==> config.mk <==
export PLATFORM = sky130hd
export DESIGN_NAME = csr_file
export DESIGN_NICKNAME = d
export VERILOG_FILES = /design/src/rtl/csr_file.sv
export SDC_FILE = /design/constraint.sdc
export NUM_CORES = 1
export LEC_CHECK = 0
export CAP_MARGIN = 40
export CORE_ASPECT_RATIO = 0.9
export CORE_MARGIN = 5
export CORE_UTILIZATION = 57
export DETAILED_ROUTE_END_ITERATION = 10
export PLACE_DENSITY = 0.86
export SKIP_LAST_GASP = 1
export SLEW_MARGIN = 20
export SYNTH_ARGS = -nofsm -noshare
export SYNTH_HDL_FRONTEND = slang
export SYNTH_SLANG_ARGS = --single-unit
==> constraint.sdc <==
create_clock -name i_clk -period 4.7 [get_ports i_clk]
set_input_delay 0.94 -clock i_clk [delete_from_list [all_inputs] [get_ports i_clk]]
set_output_delay 0.94 -clock i_clk [all_outputs]
set_load 0.005 [all_outputs]
==> src/rtl/csr_file.sv <==
// Machine-mode CSR file and trap-state holder for the single-cycle RV32I core.
// Reads are combinational and return the pre-update value; all state changes
// land on the rising clock edge with priority trap > mret > CSR write.
module csr_file #(
    parameter logic [31:0] MTVEC_RESET = 32'h0000_0000,
    parameter logic [31:0] MISA_VALUE  = 32'h4000_0100,
    parameter int unsigned HART_ID     = 0
) (
    input  logic        i_clk,
    input  logic        i_rst,
    input  logic        i_csr_en,
    input  logic [1:0]  i_csr_op,
    input  logic [11:0] i_csr_addr,
    input  logic [31:0] i_csr_wdata,
    input  logic        i_csr_src_zero,
    output logic [31:0] o_csr_rdata,
    output logic        o_csr_illegal,
    input  logic        i_trap_req,
    input  logic [31:0] i_trap_cause,
    input  logic [31:0] i_trap_pc,
    input  logic [31:0] i_trap_tval,
    input  logic        i_mret,
    input  logic        i_retire,
    output logic [31:0] o_trap_vector,
    output logic [31:0] o_mepc,
    output logic        o_mie_global
);

    localparam int unsigned XLEN = 32;
    localparam int unsigned CW   = 64;

    localparam logic [1:0] OP_RW = 2'b01;
    localparam logic [1:0] OP_RS = 2'b10;
    localparam logic [1:0] OP_RC = 2'b11;

    localparam logic [XLEN-1:0] MIE_MASK = 32'h0000_0888;

    logic            mstatus_mie;
    logic            mstatus_mpie;
    logic [XLEN-1:0] mtvec;
    logic [XLEN-1:0] mepc;
    logic [XLEN-1:0] mcause;
    logic [XLEN-1:0] mtval;
    logic [XLEN-1:0] mscratch;
    logic [XLEN-1:0] mie;
    logic [CW-1:0]   mcycle;
    logic [CW-1:0]   minstret;

    logic [XLEN-1:0] mstatus_rd;
    logic            mapped;
    logic            write_try;
    logic            wr_en;
    logic [XLEN-1:0] wval;
    logic [CW-1:0]   mcycle_nxt;
    logic [CW-1:0]   minstret_nxt;
    logic [XLEN-1:0] tvec_base;

    // mstatus view: MPP hard-wired to M-mode, only MIE/MPIE live
    assign mstatus_rd = {19'b0, 2'b11, 3'b0, mstatus_mpie, 3'b0, mstatus_mie, 3'b0};

    // Address decode and read mux (old value of the addressed CSR)
    always_comb begin
        o_csr_rdata = '0;
        mapped      = 1'b1;
        case (i_csr_addr)
            12'h300:                         o_csr_rdata = mstatus_rd;
            12'h301:                         o_csr_rdata = MISA_VALUE;
            12'h304:                         o_csr_rdata = mie;
            12'h305:                         o_csr_rdata = mtvec;
            12'h340:                         o_csr_rdata = mscratch;
            12'h341:                         o_csr_rdata = mepc;
            12'h342:                         o_csr_rdata = mcause;
            12'h343:                         o_csr_rdata = mtval;
            12'h344:                         o_csr_rdata = '0;
            12'hB00, 12'hC00:                o_csr_rdata = mcycle[31:0];
            12'hB02, 12'hC02:                o_csr_rdata = minstret[31:0];
            12'hB80, 12'hC80:                o_csr_rdata = mcycle[63:32];
            12'hB82, 12'hC82:                o_csr_rdata = minstret[63:32];
            12'hF11, 12'hF12, 12'hF13:       o_csr_rdata = '0;
            12'hF14:                         o_csr_rdata = XLEN'(HART_ID);
            default:                         mapped      = 1'b0;
        endcase
    end

    // Access legality and the modified write value
    always_comb begin
        write_try     = (i_csr_op == OP_RW) ||
                        (((i_csr_op == OP_RS) || (i_csr_op == OP_RC)) && !i_csr_src_zero);
        o_csr_illegal = i_csr_en && (!mapped || (write_try && (i_csr_addr[11:10] == 2'b11)));
        wr_en         = i_csr_en && write_try && !o_csr_illegal && !i_trap_req;
        case (i_csr_op)
            OP_RW:   wval = i_csr_wdata;
            OP_RS:   wval = o_csr_rdata | i_csr_wdata;
            OP_RC:   wval = o_csr_rdata & ~i_csr_wdata;
            default: wval = o_csr_rdata;
        endcase
    end

    // Counter next values: a written half replaces, the other half still carries
    always_comb begin
        mcycle_nxt   = mcycle + CW'(1);
        minstret_nxt = minstret;
        if (i_retire && !i_trap_req)
            minstret_nxt = minstret + CW'(1);
        if (wr_en && (i_csr_addr == 12'hB00)) mcycle_nxt[31:0]    = wval;
        if (wr_en && (i_csr_addr == 12'hB80)) mcycle_nxt[63:32]   = wval;
        if (wr_en && (i_csr_addr == 12'hB02)) minstret_nxt[31:0]  = wval;
        if (wr_en && (i_csr_addr == 12'hB82)) minstret_nxt[63:32] = wval;
    end

    // Trap target: vectored mode offsets interrupts by 4*code
    always_comb begin
        tvec_base     = {mtvec[31:2], 2'b00};
        o_trap_vector = tvec_base;
        if (mtvec[0] && i_trap_cause[31])
            o_trap_vector = tvec_base + {i_trap_cause[29:0], 2'b00};
    end

    assign o_mepc       = mepc;
    assign o_mie_global = mstatus_mie;

    // CSR state: trap entry, then mret, then software writes
    always_ff @(posedge i_clk or negedge i_rst) begin
        if (!i_rst) begin
            mstatus_mie  <= 1'b0;
            mstatus_mpie <= 1'b0;
            mtvec        <= MTVEC_RESET;
            mepc         <= '0;
            mcause       <= '0;
            mtval        <= '0;
            mscratch     <= '0;
            mie          <= '0;
            mcycle       <= '0;
            minstret     <= '0;
        end else begin
            mcycle   <= mcycle_nxt;
            minstret <= minstret_nxt;
            if (i_trap_req) begin
                mepc         <= {i_trap_pc[31:2], 2'b00};
                mcause       <= i_trap_cause;
                mtval        <= i_trap_tval;
                mstatus_mpie <= mstatus_mie;
                mstatus_mie  <= 1'b0;
            end else begin
                if (i_mret) begin
                    mstatus_mie  <= mstatus_mpie;
                    mstatus_mpie <= 1'b1;
                end else if (wr_en && (i_csr_addr == 12'h300)) begin
                    mstatus_mie  <= wval[3];
                    mstatus_mpie <= wval[7];
                end
                if (wr_en) begin
                    case (i_csr_addr)
                        12'h304: mie      <= wval & MIE_MASK;
                        12'h305: mtvec    <= {wval[31:2], 1'b0, wval[0] & ~wval[1]};
                        12'h340: mscratch <= wval;
                        12'h341: mepc     <= {wval[31:2], 2'b00};
                        12'h342: mcause   <= wval;
                        12'h343: mtval    <= wval;
                        default: ;
                    endcase
                end
            end
        end
    end

endmodule

Word level (Yosys, flattened, before mapping):

Index checks and enable logic that the tools add are counted.

* multiply operators: 0
* eq/ne operators: 25
* add/sub/neg operators: 3
* magnitude comparators: 0
* reductions and logical operators: 38
* bitwise gates (word level): 6
* mux-type cells: 24
* divide/modulo/power cells: 0
* shift operators: 0

Operators with widths (number)
* $mux 32: 14
* $pmux 32 s12: 1
* $eq 12x12->1 const B: 12
* $add 64x1->64 const B: 2
* $eq 12x10->1 const B: 9
* $pmux 32 s3: 1
* $mux 64: 1
* $add 32x32->32: 1
* $and 32x32->32: 1
* $not 32->32: 1
* $or 32x32->32: 1
* $reduce_or 21->1: 1
* $logic_and 1x1->1: 13
* $reduce_bool 2->1: 6
* $reduce_and 3->1: 3
* $reduce_or 2->1: 4
* $mux 1: 7
* $eq 2x2->1 const B: 3
* $reduce_and 2->1: 3
* $logic_not 1->1: 4
* $logic_or 1x1->1: 3
* $reduce_bool 3->1: 1
* $eq 2x1->1 const B: 1
* $not 1->1: 2
* $and 1x1->1: 1

* RAM bits: 0
* input port bits: 149
* latch bits: 0
* memories kept: 0
* flip-flop bits (word level): 292
* bits in read-only memories: 0
* output and inout bits: 98

Logic depth before layout (Yosys ltp):

* depth after elaboration: 14
* depth in mapped cells: 13
* mapped depth without buffers: 12

Worst setup path after synthesis:

No wires, ideal clock.

* path kind: input-to-output
* from: in i_trap_cause[6]
* to: out o_trap_vector[29]
* stages on the path: 11
* data arrival time: 3091 ps
* slack: 669 ps
* path buffers: 1
* required time: 3760 ps
* cells stage by stage: ha_1 clkbuf_1 a21o_1 a221o_1 a21oi_1 a21oi_1 a31o_2 o221ai_1 o21ai_0 xnor2_1 o21ai_0

* word-level cells in the longest chain between the ends: 2

RTL lines
* start: declaration: line 19 `input logic [31:0] i_trap_cause,`
* $add 32x32->32: line 116 `o_trap_vector = tvec_base + {i_trap_cause[29:0], 2'b00};`
* $mux 32: line 115 `if (mtvec[0] && i_trap_cause[31])`
* end: declaration: line 24 `output logic [31:0] o_trap_vector,`

No other way between the ends.

Worst setup path in the final report:

* from: in i_trap_cause[1]
* to: out o_trap_vector[15]

The elaborated chain is that of the path after synthesis.

==> results.py <==
metrics = {
    "worst_setup_path": {
        "r2r_cells": 11,
        "crit_chain": "clkdlybuf4s50_1, buf_4, ha_1, a211oi_1, o21ai_0, buf_4, nand3_1, o211ai_1, a21o_1, buf_4, xnor2_1, o21ai_1, clkdlybuf4s50_1",
        "start_kind": "input pin",
        "path_depth": 13,
        "critPathMaxFanout": 3,
        "critical_path_buf_inv_count": 5,
        "path_common_cell": "buf_4",
        "slowest_stage": "clkdlybuf4s50_1",
        "crit_required_ns": 3.76,
        "cp-end-kind": "primary output",
        "crit_type": "in -> out",
        "cpPeakStageDelay_ns": 0.54,
        "arrival_ns": 3.86,
        "critPathTopFamily": "buffers and inverters",
    },
    "place": {
        "globalplace.congestion": 1.018,
        "placed_cells": 2921,
        "dp_hpwl_um": 55540,
        "numPortBuffers": 240,
        "dp_slack_ns": -0.5103,
    },
    "logic_synthesis": {
        "synth.cell_area_um2": 18620,
        "syn_area_per_cell_um2": 8.464,
        "synthFlopType": "dfrtp_1",
        "ys_async_sr_fraction_pct": 100.0,
        "yosysWarnings": 0,
        "synth_edf_count": 0,
        "synth_area_leaders": "dfrtp_1 (39%), nand2_1 (6.8%), o21ai_0 (5.6%)",
        "ys_seq_elements": 290,
        "synth_area_leader_cell": "dfrtp_1",
        "ys_types": 84,
        "ys_seq_area_share_pct": 38.97,
        "netlist.area_leader.share_pct": 38.97,
        "syn_inst": 2200,
    },
    "route": {
        "drc": 0,
        "wl_per_cell_um": 25.60,
        "viasPerCell": 6.571,
        "drtIter0Drc": 2961,
        "vias": 19850,
        "totalWireLength_um": 77300,
        "drtPass1Iterations": 9,
        "ant_nets": 0,
    },
    "timing": {
        "setup_viol": 4,
        "hold_ws_ns": 0.4055,
        "finalCriticalPeriod_ns": 4.803,
        "setup_slack_ns": -0.1030,
        "fin_crit_sh_pct": 102.2,
        "slew_violations": 0,
        "slew_headroom_pct": 38.25,
        "finClkSkew_ns": 0.04435,
        "hold_viol_final": 0,
        "rsz0062_at_grt": "yes",
        "worst_pin_slew_ns": 0.9263,
        "fmax_mhz": 208.2,
    },
    "pwr": {
        "peakVddDrop_mv": 0.2338,
        "powerDensity_nw_per_um2": 247.5,
        "power.leakage_nw": 10.69,
    },
    "cts": {
        "cts_buffers": 30,
        "cts.path.max_buffers": 3,
        "cts_tree": "built",
        "clk_latency_ns": 0.61,
        "cts_sinks": 290,
        "clkTransAtPathRegs_ns": 0.06,
        "htreeDepth": 1,
        "hold_buffers": 0,
        "cts_root_buffer": "clkbuf_16",
    },
    "finish": {
        "layout_common_cells": "nand2_1 (336), dfrtp_1 (290), buf_4 (216), o21ai_0 (200), nor2_1 (187)",
        "num_antenna_cells": 0,
        "drive_gt1_share_pct": 16.40,
        "fin_cells": 3020,
        "layout_commonest_cell": "nand2_1",
        "area_delta_synth_final_pct": 32.45,
        "layout.nets": 2763,
    },
    "grt": {
        "antenna_found_initial": 5,
        "globalRouteTotalUtil_pct": 40.64,
        "grt_overflow": 0,
        "grt_pass1_vias": 19120,
        "grt_max_degree": 109,
        "grt_pass1_wl_um": 115900,
    },
    "die": {
        "initial_core_util_pct": 57.98,
        "die_area_um2": 36390,
        "io_pins": 247,
        "die_h_um": 181.5,
        "rows": 62,
        "core_area_um2": 32120,
        "die_w_um": 200.5,
    },
    "status": {
        "violations": "setup timing",
        "status": "finished, violations left",
    },
    "run": {
        "drv_cap": 0,
    },
    "min_path": {
        "hp-class": "in -> async",
    },
}
-- path summary, 6_finish.rpt --
| kind | start | to | slack (ns) |
|---|---|---|---|
| worst max-delay path | i_trap_cause[1] | o_trap_vector[15] | -0.10 |
| worst min-delay path | i_rst | mie[3] | 0.41 |
| worst max register to register | mcycle[0] | mcycle[58] | 1.59 |
| worst min register to register | mscratch[30] | mscratch[30] | 0.51 |
| max in group asynchronous | i_rst | mcycle[18] | 3.16 |
| min in group i_clk | mscratch[30] | mscratch[30] | 0.51 |
-- cell families after synthesis --
group / Yosys count / synth area share, %
buffers and inverters: 203 / 4.838
flip-flops: 290 / 38.97
XOR/XNOR: 172 / 8.090
AO/OA/AOI/OAI: 620 / 21.19
AND/OR/NAND/NOR: 803 / 20.29
multiplexers: 79 / 4.414
other: 1 / 0.02014
adder cells (fa/ha/maj): 32 / 2.190
-- final cells by class --
type                            instances  area [um2]
Sequential cell                       290        7257
Fill cell                            2251        7451
Clock inverter                          9       123.9
Inverter                               53       198.9
Timing Repair Buffer                  497        4811
Tap cell                              416       520.5
Clock buffer                           45       867.1
Multi-Input combinational cell       1710       10890
-- metrics by stage --
step | TNS, ns | power [mW] | instance area [um2] | util, %
2_1_floorplan | 0 | 3.100 | 18630 | -
5_1_grt | -1.145 | 6.242 | 24660 | 76.80
6_report | -0.1535 | 6.105 | 24660 | 76.80
3_5_place_dp | -15.95 | 3.634 | 22800 | 70.99
3_3_place_gp | -14.90 | 3.610 | 22790 | 70.97
4_1_cts | -0.07745 | 6.033 | 24360 | 75.86
-- Yosys cell counts (all sizes together), types with 6 or more instances --
cell and number:
a211oi 10, a21o 15, a21oi 157, a221o 7, a221oi 20, a222oi 28, a22o 24, a22oi 73
and2 11, and3 52, and4 10, buf 63, clkbuf 87, dfrtp 290, ha 31, inv 53
mux2 25, mux2i 54, nand2 339, nand3 74, nand4 22, nor2 198, nor2b 9, nor3 26
nor3b 10, nor4 11, nor4b 6, o211ai 6, o21a 6, o21ai 230, o2bb2ai 7, o31ai 8
or4 6, xnor2 109, xor2 63
-- layer usage --
layer | part of all wire (%) | track usage [%] | vias to the layer above
li1 | - | - | 8605
met1 | 37 | 55.81 | 9338
met2 | 43 | 60.26 | 1594
met3 | 15 | 13.61 | 298
met4 | 4.7 | 14.97 | 10
met5 | 0.085 | 0 | -
-- report_power, final --
group | internal [mW] | switching (mW)
Sequential | 2.61 | 0.152
Clock | 1.38 | 1.07
Combinational | 0.403 | 0.486
Total | 4.39 | 1.71
-- sequential cells by signal, summed over array words and instances, names as in the netlist --
name	flops
mcause	32
mcycle	64
mie	3
minstret	64
mscratch	32
mstatus_mpie	1
mtval	32
mtvec	31
o_mepc	30
o_mie_global	1
-- worst reg2reg max path, delay by kind of cell (launching register included) --
kind	cells	cell delay [ns]
and+or+nand+nor	7	1.80
DFF	1	0.46
adders and majority gates	1	0.31
buffers and inverters	1	0.17
xor gates and xnor gates	1	0.13
AOI/OAI and AO/OA	1	0.10
-- timing repair --
item | in CTS | in global routing
pin swaps | 40 | 16
buffers inserted | 26 | 13
resized for setup | 121 | 29
gates cloned | 4 | 0
endpoints found under the setup margin | 51 | 36
Power figures use the tool's default switching activity.
